### src/rtl/pipe_pkg.sv
// Shared pipeline definitions: load-op codes, MEM->WB bus field offsets and bus widths.
// MEM packs the bus with these offsets; WB unpacks it with the same ones.
package pipe_pkg;

    localparam logic [2:0] LD_NONE = 3'd0;
    localparam logic [2:0] LD_B    = 3'd1;
    localparam logic [2:0] LD_BU   = 3'd2;
    localparam logic [2:0] LD_H    = 3'd3;
    localparam logic [2:0] LD_HU   = 3'd4;
    localparam logic [2:0] LD_W    = 3'd5;

    function automatic int bl_w(input int xlen);
        return $clog2(xlen / 8);
    endfunction

    // Bus layout, MSB to LSB: {gr_we, dest, ld_op[2:0], addr_lo, excp, result, pc}
    function automatic int pc_lsb(input int xlen);
        return 0;
    endfunction

    function automatic int res_lsb(input int xlen);
        return xlen;
    endfunction

    function automatic int excp_bit(input int xlen);
        return 2 * xlen;
    endfunction

    function automatic int addr_lsb(input int xlen);
        return 2 * xlen + 1;
    endfunction

    function automatic int ldop_lsb(input int xlen);
        return addr_lsb(xlen) + bl_w(xlen);
    endfunction

    function automatic int dest_lsb(input int xlen);
        return ldop_lsb(xlen) + 3;
    endfunction

    function automatic int grwe_bit(input int xlen, input int rf_aw);
        return dest_lsb(xlen) + rf_aw;
    endfunction

    function automatic int bus_w(input int xlen, input int rf_aw);
        return 1 + rf_aw + 3 + bl_w(xlen) + 1 + 2 * xlen;
    endfunction

    function automatic int fwd_w(input int xlen, input int rf_aw);
        return 2 + rf_aw + xlen;
    endfunction

endpackage

### src/rtl/wb_load_align.sv
// Combinational load-data alignment: shifts the loaded word down by the byte offset,
// then sign- or zero-extends the selected byte/half/word to XLEN.
module wb_load_align
    import pipe_pkg::*;
#(
    parameter int XLEN = 32,
    parameter int BL   = 2
) (
    input  logic [2:0]      ld_op_i,
    input  logic [BL-1:0]   addr_lo_i,
    input  logic [XLEN-1:0] result_i,
    output logic [XLEN-1:0] wdata_o
);

    logic [BL+2:0]   shamt;
    logic [XLEN-1:0] raw;

    // Keep the low nbits of v; fill the rest with v[nbits-1] (signed) or zero.
    function automatic logic [XLEN-1:0] extend(input logic [XLEN-1:0] v,
                                               input int nbits,
                                               input logic sgn);
        logic [XLEN-1:0] r;
        logic            fill;
        fill = sgn & v[nbits-1];
        for (int i = 0; i < XLEN; i++) begin
            r[i] = (i < nbits) ? v[i] : fill;
        end
        return r;
    endfunction

    always_comb begin
        shamt   = {addr_lo_i, 3'b000};
        raw     = result_i >> shamt;
        wdata_o = result_i;
        case (ld_op_i)
            LD_B:    wdata_o = extend(raw, 8, 1'b1);
            LD_BU:   wdata_o = extend(raw, 8, 1'b0);
            LD_H:    wdata_o = extend(raw, 16, 1'b1);
            LD_HU:   wdata_o = extend(raw, 16, 1'b0);
            LD_W:    wdata_o = extend(raw, 32, 1'b1);
            default: wdata_o = result_i;
        endcase
    end

endmodule

### src/rtl/wb_stage_ext.sv
// Writeback stage: latches the MEM->WB bus, drives the regfile write port, bypass bus and flush.
// Optional WB_RETIRE_CNT_EN adds a 64-bit retired-instruction counter with clear input.
module wb_stage_ext
    import pipe_pkg::*;
#(
    parameter  int XLEN  = 32,
    parameter  int RF_AW = 5,
    localparam int BL    = bl_w(XLEN),
    localparam int BUS_W = bus_w(XLEN, RF_AW),
    localparam int FWD_W = fwd_w(XLEN, RF_AW)
) (
    input  logic              clk,
    input  logic              reset,
    input  logic              wb_stall,
    output logic              wb_allowin,
    input  logic              mem_to_wb_valid,
    input  logic [BUS_W-1:0]  mem_to_wb_bus,
    output logic              rf_we,
    output logic [RF_AW-1:0]  rf_waddr,
    output logic [XLEN-1:0]   rf_wdata,
    output logic [FWD_W-1:0]  wb_fwd_bus,
    output logic              wb_flush,
    output logic [XLEN-1:0]   wb_flush_pc,
`ifdef WB_RETIRE_CNT_EN
    input  logic              retire_cnt_clr,
    output logic [63:0]       retire_cnt,
`endif
    output logic [XLEN-1:0]   debug_wb_pc,
    output logic [XLEN/8-1:0] debug_wb_rf_we,
    output logic [RF_AW-1:0]  debug_wb_rf_wnum,
    output logic [XLEN-1:0]   debug_wb_rf_wdata
);

    localparam int OFF_PC   = pc_lsb(XLEN);
    localparam int OFF_RES  = res_lsb(XLEN);
    localparam int OFF_EXCP = excp_bit(XLEN);
    localparam int OFF_ADDR = addr_lsb(XLEN);
    localparam int OFF_LDOP = ldop_lsb(XLEN);
    localparam int OFF_DEST = dest_lsb(XLEN);
    localparam int OFF_GRWE = grwe_bit(XLEN, RF_AW);

    logic             wb_valid_q, wb_valid_d;
    logic [BUS_W-1:0] bus_q, bus_d;
    logic             wb_flush_q, wb_flush_d;
    logic [XLEN-1:0]  flush_pc_q, flush_pc_d;

    logic             wb_ready_go;
    logic             retire;
    logic             rf_we_w;
    logic [XLEN-1:0]  wdata_w;

    logic [XLEN-1:0]  e_pc;
    logic [XLEN-1:0]  e_result;
    logic             e_excp;
    logic [BL-1:0]    e_addr_lo;
    logic [2:0]       e_ld_op;
    logic [RF_AW-1:0] e_dest;
    logic             e_gr_we;

    assign e_pc      = bus_q[OFF_PC   +: XLEN];
    assign e_result  = bus_q[OFF_RES  +: XLEN];
    assign e_excp    = bus_q[OFF_EXCP];
    assign e_addr_lo = bus_q[OFF_ADDR +: BL];
    assign e_ld_op   = bus_q[OFF_LDOP +: 3];
    assign e_dest    = bus_q[OFF_DEST +: RF_AW];
    assign e_gr_we   = bus_q[OFF_GRWE];

    assign wb_ready_go = !wb_stall;
    assign wb_allowin  = !wb_valid_q || wb_ready_go;
    assign retire      = wb_valid_q && wb_ready_go;

    always_comb begin
        wb_valid_d = wb_valid_q;
        bus_d      = bus_q;
        flush_pc_d = flush_pc_q;
        wb_flush_d = retire && e_excp;
        if (wb_allowin) begin
            wb_valid_d = mem_to_wb_valid;
        end
        if (mem_to_wb_valid && wb_allowin) begin
            bus_d = mem_to_wb_bus;
        end
        // A retiring exception squashes whatever MEM hands over on the same edge.
        if (wb_flush_d) begin
            wb_valid_d = 1'b0;
            flush_pc_d = e_pc;
        end
    end

    always_ff @(posedge clk) begin
        if (reset) begin
            wb_valid_q <= 1'b0;
            wb_flush_q <= 1'b0;
        end else begin
            wb_valid_q <= wb_valid_d;
            wb_flush_q <= wb_flush_d;
        end
    end

    always_ff @(posedge clk) begin
        bus_q      <= bus_d;
        flush_pc_q <= flush_pc_d;
    end

    wb_load_align #(
        .XLEN (XLEN),
        .BL   (BL)
    ) u_align (
        .ld_op_i   (e_ld_op),
        .addr_lo_i (e_addr_lo),
        .result_i  (e_result),
        .wdata_o   (wdata_w)
    );

    // Held high across a stall; rewriting the same register value is harmless.
    assign rf_we_w = wb_valid_q && e_gr_we && !e_excp && (e_dest != '0);

    assign rf_we             = rf_we_w;
    assign rf_waddr          = e_dest;
    assign rf_wdata          = wdata_w;
    assign wb_fwd_bus        = {wb_valid_q, rf_we_w, e_dest, wdata_w};
    assign wb_flush          = wb_flush_q;
    assign wb_flush_pc       = flush_pc_q;
    assign debug_wb_pc       = e_pc;
    assign debug_wb_rf_we    = {(XLEN/8){rf_we_w}};
    assign debug_wb_rf_wnum  = e_dest;
    assign debug_wb_rf_wdata = wdata_w;

`ifdef WB_RETIRE_CNT_EN
    logic [63:0] retire_cnt_q, retire_cnt_d;

    always_comb begin
        retire_cnt_d = retire_cnt_q;
        if (retire_cnt_clr) begin
            retire_cnt_d = '0;
        end else if (retire && !e_excp) begin
            retire_cnt_d = retire_cnt_q + 64'd1;
        end
    end

    always_ff @(posedge clk) begin
        if (reset) begin
            retire_cnt_q <= '0;
        end else begin
            retire_cnt_q <= retire_cnt_d;
        end
    end

    assign retire_cnt = retire_cnt_q;
`endif

endmodule

### config.mk
export PLATFORM = sky130hd
export DESIGN_NAME = wb_stage_ext
export DESIGN_NICKNAME = d
export VERILOG_FILES = /design/src/rtl/pipe_pkg.sv /design/src/rtl/wb_load_align.sv /design/src/rtl/wb_stage_ext.sv
export SDC_FILE = /design/constraint.sdc
export NUM_CORES = 1
export LEC_CHECK = 0
export BUFFER_PORTS_ARGS = -buffer_cell sky130_fd_sc_hd__buf_4
export CORE_MARGIN = 5
export CORE_UTILIZATION = 46
export DETAILED_ROUTE_END_ITERATION = 16
export GPL_TIMING_DRIVEN = 0
export MAX_ROUTING_LAYER = met4
export PLACE_DENSITY = 0.88
export SYNTH_ARGS = -nofsm -noshare
export SYNTH_HDL_FRONTEND = slang
export SYNTH_HIERARCHICAL = 1
export SYNTH_SLANG_ARGS = --single-unit
### constraint.sdc
create_clock -name clk -period 4.25 [get_ports clk]
set_clock_uncertainty 0.1 [all_clocks]
set_input_delay 0.85 -clock clk [delete_from_list [all_inputs] [get_ports clk]]
set_output_delay 0.85 -clock clk [all_outputs]
set_load 0.1 [all_outputs]
* Yosys cells after proc, flatten, opt, wreduce, memory -nomap -nowiden *
Index checks and enable logic that the tools add are counted.

cells by class
  eq/ne operators = 5
  shifts and indexed selects = 1
  reduce and logical (&&, ||, !) cells = 12
  mux-type cells = 1

operators with widths
  cell                  count
  $pmux W32 S5          1
  $shr A32 B5 Y32       1
  $eq A3 B2 Y1 const B  2
  $eq A3 B3 Y1 const B  2
  $logic_and A1 B1 Y1   6
  $reduce_bool A5 Y1    1
  $eq A3 B1 Y1 const B  1
  $logic_not A1 Y1      3
  $reduce_or A2 Y1      1
  $logic_or A1 B1 Y1    1

word-level totals
  register bits = 110
  word-level logic and storage cells = 23
  output and inout port bits = 184

* Depth between registers and ports, before layout *
Gate-level depths: netlist (run 1).

  depth in word-level cells = 4
  gate-level depth with buffers = 8

* Cells and area by module *
The synthesis (run 1) kept the hierarchy.

by module, submodules not included
  module         instances  cells an instance  area an instance (sq um)
  wb_stage_ext   1          237                4230.3
  wb_load_align  1          165                1122.3

* Worst setup path after synthesis (run 1) *
No wires, ideal clock.

  kind = register to output
  start = register bus_q[68]
  end = output rf_wdata[1]
  buffers on the path = 3
  arrival time = 4.221 ns
  setup slack = -0.921 ns
  required time = 3.300 ns
  cell stages (with the launch flop) = 8
  path through = edfxtp_1 buf_2 or3_1 buf_2 a41oi_1 nor2_1 a211oi_1 buf_4

between the ends
  word-level cells in the longest chain between the ends = 2

RTL lines
  element                               RTL line             source
  start: declaration                    wb_stage_ext.sv:43   logic [BUS_W-1:0] bus_q, bus_d;
  start signal: assignment              wb_stage_ext.sv:101  bus_q <= bus_d;
  $eq A3 B3 Y1 (tied with other cells)  wb_load_align.sv:35  case (ld_op_i)
  $pmux W32 S5 (*)                      wb_load_align.sv:35
  end: declaration                      wb_stage_ext.sv:20   output logic [XLEN-1:0] rf_wdata,

Every way passes the cells marked *; elsewhere a longest branch is shown, timed or not.

* Final worst setup path (run 1) *
  start = register bus_q[66]
  end = output rf_wdata[29]

between the ends
  word-level cells in the longest chain between the ends = 2

RTL lines
  element          RTL line             source
  $shr A32 B5 Y32  wb_load_align.sv:33  raw = result_i >> shamt;
  $pmux W32 S5     wb_load_align.sv:35

No other way between the ends.

==> run summary, run 1 <==
Status: complete, no violations
Crit-path max FO: 10
Layout area overhead: 46.10%
Final Cycle Share: 0.9576
Crit path largest cell delay: 1.13 ns
Most frequent cells in the layout: 381 x buf_4, 108 x edfxtp_1, 19 x nand2_1, 15 x a21oi_1, 13 x mux2_2
Syn avg cell area: 13.32 um^2
FF-to-FF setup slack: 2.47 ns
CP dominant cell by count: buf_4
Worst-margin pin slew: 1.373 ns
Initial core utilization: 0.4688
Comb power frac: 0.457
Gr ovfl total: 0
Place WS: 0.5944 ns
Largest net degree at the start of global routing: 77
R2R depth: 2
Max-slew headroom: 0.07882
Setup TNS: 0 ns
Ys Warns: 6
Sequential share of power: 0.328
Hold Crit Endpoint: wb_flush_pc[1]
HPWL after DPL: 12370 um
CP max stage cell: a211oi_1
Clock Power Share: 0.216
Crit path DAT: 3.12 ns
First-pass DRT Iterations: 4
Row Count: 39
Max Cap Violations: 0
Postcts setup bufs: 0
Post-DRT Antenna Nets: 0
P_int: 2.143 mW
FF-to-FF Start: wb_valid_q
Gpl congestion: 0.9203
Ant. Diodes: 0
Switching power: 1.794 mW
First-pass GRT wire length: 23730 um
Iter 0 DRT Violations: 179
Pwr/cell area: 503.4 mW/mm^2
Synth Register Bits: 110
Final Routed Wirelength: 15790 um
Layout Nets: 756
Worst setup SP type: register
Final setup violation count: 0
Core Area: 0.01142 mm^2
Synth cell types: 41
Synthesized area: 0.005353 mm^2
Worst path cell trace: clkbuf_1 > o21a_1 > a211oi_1 > a21o_1 > buf_4 > buf_4
Final instance area: 0.007820 mm^2
Mapped Nets: 482
Hold Crit Class: register to register
Worst skew pair latency: 0.34 ns
FMAX: 245.7 MHz
Post-cts resize count: 0
Hold path depth: 0
Via/cell ratio: 4.939
Crit. End Element: output port
Commonest non-fill, non-tap cell in the layout: buf_4
Register area share after synthesis: 0.6134
Final min period: 4.070 ns
Peak supply drop: 0.3322 mV
DR vias: 4070
Total track usage: 0.2274
Initial antenna violation count: 0
Switching share of total power: 0.4557
Unrepaired setup endpoints after global routing: no
Power consumption: 3.937 mW
Drt drc: 0
Worst Hold Launch: bus_q[1]
CTS Buf Count: 9
Vias in the first global route: 4240
Hold Fails Final Rpt: 0
Final max-slew violation count: 0
Hold Slack: 0.3536 ns
Clk buf depth: 2
Die Ht: 117.9 um
Die ar.: 0.01389 mm^2
Share of layout cells above drive strength 1: 0.6270
Gate Count Post-Synth: 402
Static Leak: 3.571 nW
Placement-stage cell area: 0.007523 mm^2
CTS Root Cell: clkbuf_16
Worst-path clk slew: 0.07 ns
Data required time of the worst path: 3.30 ns
DR WL/cell: 19.16 um
# clock sinks: 110
Setup CP Type: register to output port
Horiz. Die Dim: 117.9 um
CTS tree: yes
Final WS setup: 0.1803 ns
IO Count: 264
Htree depth: 3
Reg-to-Reg End: bus_q[67]
IO buf count: 263
CTS Hold Buffers Added: 0
[worst max-delay path, delay by kind of cell (launching register included)]
kind	cells	cell delay, ns
DFF	1	0.45
AOI/OAI and AO/OA	3	1.64
buffers and inverters	3	0.69
[flip-flops by register name, indices dropped and copies added, names as in the netlist]
| register | flops |
|---|---|
| wb_flush_pc | 32 |
| wb_flush | 1 |
| wb_valid_q | 1 |
| bus_q | 76 |
[metal layers]
metal | track usage | part of all wire | vias up
met3 | 0.08506 | 0.11 | 27
li1 | - | - | 1914
met4 | 0.09534 | 0.026 | 0
met1 | 0.2349 | 0.34 | 1913
met2 | 0.3890 | 0.53 | 216
met5 | - | 0 | -
[cell type report]
class	instances	area, um^2
fill	816	3598
sequential	110	3283
clock buffer	9	225.2
inverter	8	30.03
multi-input combinational	151	1101
timing repair buffer	263	1974
clock inverter	7	71.32
tap	143	178.9
buffer	133	955.9
[power groups by stage]
stage                     logic (mW)  clock network (mW)  registers (mW)
after floorplan                 1.40                   0            1.35
after global placement          1.79                   0            1.31
after detailed placement        1.80                   0            1.31
after CTS                       1.81               0.863            1.29
after global routing            1.85               0.909            1.30
final                           1.80               0.849            1.29
[synthesized netlist by cell type, drive strengths merged]
master / count / area [um^2]
and3b: 1 / 10.01
clkbuf: 9 / 33.78
a211oi: 4 / 30.03
a22o: 8 / 70.07
nand4: 5 / 31.28
inv: 8 / 30.03
dfxtp: 2 / 40.04
o311ai: 1 / 8.760
and2: 3 / 21.27
o32ai: 1 / 16.27
or3: 1 / 6.260
nand3b: 1 / 7.510
a21oi: 15 / 75.07
a32oi: 1 / 8.760
o22a: 7 / 61.31
nand2: 19 / 71.32
o221a: 1 / 11.26
mux2i: 3 / 30.03
buf: 124 / 922.1
a211o: 8 / 70.07
a41oi: 2 / 17.52
nor2: 12 / 45.04
nor3: 4 / 30.03
mux2: 13 / 146.4
o21a: 1 / 7.510
o22ai: 2 / 12.51
nor2b: 7 / 51.30
a22oi: 7 / 52.55
mux4: 1 / 22.52
or4: 1 / 7.510
a221o: 5 / 50.05
o21ai: 8 / 40.04
a21o: 8 / 60.06
edfxtp: 108 / 3243
o2111a: 1 / 11.26
[how the worst max path moves through the flow]
| stage | from | endpoint |
|---|---|---|
| floorplan | bus_q[68] | rf_wdata[1] |
| global placement | wb_stall | bus_q[39] |
| detailed placement | bus_q[66] | wb_fwd_bus[24] |
| CTS | bus_q[66] | rf_wdata[26] |
| global route | bus_q[66] | rf_wdata[29] |
| finish | bus_q[66] | rf_wdata[29] |
[metrics by stage]
step	instances	util
after detailed placement	808	0.6589
final	824	0.6849
after global placement	808	0.6587
after floorplan	402	-
after CTS	824	0.6849
after global routing	824	0.6849
[logic make-up (layout without fill, tap and decap cells)]
family | count (synthesis) | in the layout | synth area share
AOI/OAI and AO/OA | 80 | 80 | 0.1127
buffers and inverters | 141 | 420 | 0.1842
DFF | 110 | 110 | 0.6134
muxes | 17 | 17 | 0.03717
and+or+nand+nor | 54 | 54 | 0.05260
No activity file was read; power rests on OpenSTA's default activity.
==> run 2: changes to the inputs <==
--- a/config.mk
+++ b/config.mk
@@ -9,7 +9,6 @@
 export CORE_MARGIN = 5
 export CORE_UTILIZATION = 46
 export DETAILED_ROUTE_END_ITERATION = 16
-export GPL_TIMING_DRIVEN = 0
 export MAX_ROUTING_LAYER = met4
 export PLACE_DENSITY = 0.88
 export SYNTH_ARGS = -nofsm -noshare
==> run summary, run 2 (synthesis gave the netlist of run 1 again) <==
Final Cycle Share: 0.9511 (was 0.9576)
Unrepaired setup endpoints after global routing: no (unchanged)
Power consumption: 3.773 mW (was 3.937 mW)
FF-to-FF setup slack: 2.46 ns (was 2.47 ns)
Total track usage: 0.2130 (was 0.2274)
Share of layout cells above drive strength 1: 0.5562 (was 0.6270)
Max FFs per register: 76 (unchanged)
Drt drc: 0 (unchanged)
Worst-margin pin slew: 1.016 ns (was 1.373 ns)
Layout Nets: 627 (was 756)
Crit path to: debug_wb_rf_wdata[0] (was rf_wdata[29])
Crit. End Element: output port (unchanged)
Final Routed Wirelength: 14780 um (was 15790 um)
CP dominant cell by count: buf_4 (unchanged)
Commonest non-fill, non-tap cell in the layout: buf_4 (unchanged)
Crit path DAT: 3.09 ns (was 3.12 ns)
CTS Hold Buffers Added: 0 (unchanged)
Crit-path max FO: 25 (was 10)
Die ar.: 0.01389 mm^2 (unchanged)
Vias in the first global route: 3827 (was 4240)
Placed cells: 679 (was 808)
Core Area: 0.01142 mm^2 (unchanged)
Post-DRT Antenna Nets: 0 (unchanged)
First-pass GRT wire length: 22260 um (was 23730 um)
Hold Fails Final Rpt: 0 (unchanged)
Final core occ: 0.6038 (was 0.6849)
Worst setup SP type: register (unchanged)
R2R depth: 2 (unchanged)
Initial antenna violation count: 0 (unchanged)
Most frequent cells in the layout: 267 x buf_4, 108 x edfxtp_1, 19 x nand2_1, 15 x a21oi_1, 13 x mux2_2 (was 381 x buf_4, 108 x edfxtp_1, 19 x nand2_1, 15 x a21oi_1, 13 x mux2_2)
Critical path origin: bus_q[69] (was bus_q[66])
CP max stage cell: nor2_1 (was a211oi_1)
Final min period: 4.042 ns (was 4.070 ns)
Max-slew headroom: 0.3229 (was 0.07882)
Row Count: 39 (unchanged)
Worst path cell trace: buf_4 > or3_1 > nand2_1 > nor2_1 > a221o_1 > buf_4 (was clkbuf_1 > o21a_1 > a211oi_1 > a21o_1 > buf_4 > buf_4)
Crit path largest cell delay: 0.61 ns (was 1.13 ns)
DR vias: 3628 (was 4070)
Horiz. Die Dim: 117.9 um (unchanged)
CTS tree: yes (unchanged)
Iter 0 DRT Violations: 151 (was 179)
Die Ht: 117.9 um (unchanged)
Layout area overhead: 28.80% (was 46.10%)
# clock sinks: 110 (unchanged)
CTS Root Cell: clkbuf_16 (unchanged)
Peak supply drop: 0.2931 mV (was 0.3322 mV)
FMAX: 247.4 MHz (was 245.7 MHz)
Clk buf depth: 2 (unchanged)
Worst-path clk slew: 0.07 ns (about the same)
Data required time of the worst path: 3.30 ns (about the same)
Reg-to-Reg End: bus_q[43] (was bus_q[67])
Hold Slack: 0.3574 ns (was 0.3536 ns)
Ant. Diodes: 0 (unchanged)
Final max-slew violation count: 0 (unchanged)
CTS Buf Count: 9 (unchanged)
Gr ovfl total: 0 (unchanged)
HPWL after DPL: 11520 um (was 12370 um)
Static Leak: 2.970 nW (was 3.571 nW)
IO Count: 264 (unchanged)
Max Cap Violations: 0 (unchanged)
Gpl congestion: 0.8812 (was 0.9203)
Hold Crit Class: register to register (unchanged)
Setup TNS: 0 ns (unchanged)
Post-cts resize count: 0 (unchanged)
Setup CP Type: register to output port (unchanged)
Htree depth: 3 (unchanged)
FF-to-FF Start: wb_valid_q (unchanged)
Initial core utilization: 0.4688 (unchanged)
DR WL/cell: 21.27 um (was 19.16 um)
Worst skew pair latency: 0.34 ns (about the same)
Final setup violation count: 0 (unchanged)
Biggest register: bus_q (unchanged)
Postcts setup bufs: 0 (unchanged)
Final non-filler cell total: 695 (was 824)
Pwr/cell area: 547.3 mW/mm^2 (was 503.4 mW/mm^2)
First-pass DRT Iterations: 4 (unchanged)
Largest net degree at the start of global routing: 77 (unchanged)
IO buf count: 263 (unchanged)
Status: complete, no violations (unchanged)
Via/cell ratio: 5.220 (was 4.939)
[run 2: cell count changes in the layout (fill, tap and decap cells not counted), sizes merged]
cell | previous run | this run
clkinvlp | 0 | 1
buf | 387 | 267
clkinv | 4 | 1
inv | 10 | 11
clkbuf | 18 | 10
[run 2: how the worst min path moves through the flow]
stage               from         endpoint  cells after the start
6_report        bus_q[8]   wb_flush_pc[8]                      0
5_1_grt         bus_q[4]   wb_flush_pc[4]                      0
2_1_floorplan   bus_q[0]   wb_flush_pc[0]                      0
3_3_place_gp   bus_q[27]  wb_flush_pc[27]                      0
4_1_cts         bus_q[4]   wb_flush_pc[4]                      0
3_5_place_dp   bus_q[31]  wb_flush_pc[31]                      0
[run 2: per-stage QoR]
stage / cell area (um^2) / setup WS [ns]
2_1_floorplan: 5368 / 0.1552
3_3_place_gp: 6598 / 0.6126
4_1_cts: 6894 / 0.2104
3_5_place_dp: 6598 / 0.5923
5_1_grt: 6894 / 0.06759
6_report: 6894 / 0.2078
[run 2: report_power, final]
group          internal (mW)  switching, mW  leakage (nW)
Sequential              1.26         0.0372          1.04
Clock                  0.462          0.378         0.142
Combinational          0.302           1.34          1.79
[run 2: layout make-up]
cell class                      instances  area (um^2)
Multi-Input combinational cell        151         1101
Fill cell                             900         4524
Sequential cell                       110         3283
Tap cell                              143        178.9
Clock inverter                          6        67.56
Clock buffer                           10        229.0
Inverter                                8        30.03
Timing Repair Buffer                  267         2004
[run 2: metal layers]
metal / GRT usage / wire [um]
met5: - / 0
met4: 0.05806 / 214
met3: 0.07593 / 1436
met2: 0.3731 / 7827
met1: 0.2283 / 5306
[run 2: worst max-delay path, delay by kind of cell (launching register included)]
kind	cells	cell delay, ns
and+or+nand+nor	3	1.28
buffers and inverters	2	0.64
DFF	1	0.44
AOI/OAI and AO/OA	1	0.38
==> run 3: changes to the inputs <==
--- a/config.mk
+++ b/config.mk
@@ -11,6 +11,7 @@
 export DETAILED_ROUTE_END_ITERATION = 16
 export MAX_ROUTING_LAYER = met4
 export PLACE_DENSITY = 0.88
+export RECOVER_POWER = 25
 export SYNTH_ARGS = -nofsm -noshare
 export SYNTH_HDL_FRONTEND = slang
 export SYNTH_HIERARCHICAL = 1
==> run summary, run 3 (synthesis gave the netlist of run 1 again) <==
Status: complete, no violations (unchanged)
Commonest non-fill, non-tap cell in the layout: buf_4 (unchanged)
Max-slew headroom: 0.3254 (was 0.3229)
Final WS setup: 0.1892 ns (was 0.2078 ns)
Worst Hold Launch: bus_q[5] (was bus_q[8])
Unrepaired setup endpoints after global routing: no (unchanged)
Met2 WL: 7850 um (was 7827 um)
# clock sinks: 110 (unchanged)
Ant. Diodes: 0 (unchanged)
Worst skew pair latency: 0.34 ns (about the same)
R2R depth: 2 (unchanged)
Htree depth: 3 (unchanged)
Crit. End Element: output port (unchanged)
Postcts setup bufs: 0 (unchanged)
Vias in the first global route: 3827 (unchanged)
Place WS: 0.5923 ns (unchanged)
Hold path depth: 0 (unchanged)
Via/cell ratio: 5.180 (was 5.220)
Biggest register: bus_q (unchanged)
Hold Crit Class: register to register (unchanged)
Data required time of the worst path: 3.30 ns (about the same)
Met3 WL: 1460 um (was 1436 um)
Pwr/cell area: 546.9 mW/mm^2 (was 547.3 mW/mm^2)
Die Ht: 117.9 um (unchanged)
# fillers: 900 (unchanged)
Worst setup SP type: register (unchanged)
Core Area: 0.01142 mm^2 (unchanged)
Final core occ: 0.6038 (unchanged)
Max Cap Violations: 0 (unchanged)
Gr ovfl total: 0 (unchanged)
Initial core utilization: 0.4688 (unchanged)
Horiz. Die Dim: 117.9 um (unchanged)
Routed met1 length: 5209 um (was 5306 um)
DR vias: 3600 (was 3628)
HPWL after DPL: 11520 um (unchanged)
Reg-to-Reg End: bus_q[43] (unchanged)
Peak supply drop: 0.2936 mV (was 0.2931 mV)
Most frequent cells in the layout: 199 x buf_4, 108 x edfxtp_1, 68 x clkbuf_4, 19 x nand2_1, 15 x a21oi_1 (was 267 x buf_4, 108 x edfxtp_1, 19 x nand2_1, 15 x a21oi_1, 13 x mux2_2)
CTS tree: yes (unchanged)
IO buf count: 263 (unchanged)
Worst-margin pin slew: 1.012 ns (was 1.016 ns)
Final max-slew violation count: 0 (unchanged)
Row Count: 39 (unchanged)
First-pass GRT wire length: 22260 um (unchanged)
FMAX: 246.3 MHz (was 247.4 MHz)
Setup TNS: 0 ns (unchanged)
DR WL/cell: 21.23 um (was 21.27 um)
Gpl congestion: 0.8812 (unchanged)
Post-cts resize count: 0 (unchanged)
Static Leak: 2.956 nW (was 2.970 nW)
CTS Root Cell: clkbuf_16 (unchanged)
Worst-path clk slew: 0.07 ns (about the same)
Total track usage: 0.2130 (unchanged)
Hold Crit Endpoint: wb_flush_pc[5] (was wb_flush_pc[8])
CTS Hold Buffers Added: 0 (unchanged)
Hold Fails Final Rpt: 0 (unchanged)
Die ar.: 0.01389 mm^2 (unchanged)
Largest net degree at the start of global routing: 77 (unchanged)
Drt drc: 0 (unchanged)
Max FFs per register: 76 (unchanged)
Hold Slack: 0.3575 ns (was 0.3574 ns)
Layout area overhead: 28.80% (unchanged)
IO Count: 264 (unchanged)
Crit path DAT: 3.11 ns (was 3.09 ns)
Final min period: 4.061 ns (was 4.042 ns)
Final Cycle Share: 0.9555 (was 0.9511)
FF-to-FF Start: wb_valid_q (unchanged)
Final instance area: 0.006894 mm^2 (unchanged)
Layout Nets: 627 (unchanged)
Crit-path max FO: 25 (unchanged)
Post-DRT Antenna Nets: 0 (unchanged)
Final Routed Wirelength: 14760 um (was 14780 um)
Top Metal Used: met4 (unchanged)
Setup CP Type: register to output port (unchanged)
CTS Buf Count: 9 (unchanged)
Placement-stage cell area: 0.006598 mm^2 (unchanged)
Final setup violation count: 0 (unchanged)
Clk buf depth: 2 (unchanged)
Initial antenna violation count: 0 (unchanged)
Share of layout cells above drive strength 1: 0.5562 (unchanged)
Iter 0 DRT Violations: 156 (was 151)
First-pass DRT Iterations: 5 (was 4)
FF-to-FF setup slack: 2.46 ns (about the same)
==> run 3: changes by cell type in the layout (fill, tap and decap cells not counted), sizes merged <==
cell,previous run,this run
buf,267,199
clkbuf,10,78
==> run 3: critical path: stages, from the launching register on <==
cell      delay [ns]
edfxtp_1        0.44
buf_4           0.31
or3_1           0.39
nand2_1         0.29
nor2_1          0.61
a221o_1         0.38
buf_4           0.33
==> run 3: layout make-up <==
cell class                      count  area (um^2)  area share
Multi-Input combinational cell    151         1101      0.1597
Inverter                            8        30.03    0.004356
Tap cell                          143        178.9     0.02595
Clock buffer                       10        229.0     0.03321
Timing Repair Buffer              267         2004      0.2907
Clock inverter                      6        67.56    0.009800
Sequential cell                   110         3283      0.4762
==> run 3: power by group <==
group | total [mW] | leakage [nW] | internal [mW] | switching [mW]
registers | 1.29 | 1.04 | 1.26 | 0.0371
logic | 1.64 | 1.77 | 0.299 | 1.34
clock network | 0.841 | 0.142 | 0.462 | 0.379
==> run 3: how the worst max path moves through the flow <==
stage,startpoint,endpoint,slack [ns],depth (start not counted)
2_1_floorplan,bus_q[68],rf_wdata[1],0.16,7
3_3_place_gp,bus_q[69],debug_wb_rf_wdata[0],0.61,6
3_5_place_dp,bus_q[69],debug_wb_rf_wdata[0],0.59,6
4_1_cts,bus_q[69],debug_wb_rf_wdata[0],0.21,6
5_1_grt,bus_q[69],debug_wb_rf_wdata[0],0.07,6
6_report,bus_q[69],debug_wb_rf_wdata[0],0.19,6
==> run 3: metal layers <==
metal  GRT usage  vias up
met5           -        -
met2      0.3731      185
li1            -     1660
met4     0.05806        0
met3     0.07593       19
met1      0.2283     1736
==> run 3: stage by stage <==
stage | power (mW) | instances
floorplan | 2.753 | 402
finish | 3.771 | 695
global placement | 2.953 | 679
detailed placement | 2.964 | 679
global route | 3.882 | 695
CTS | 3.795 | 695
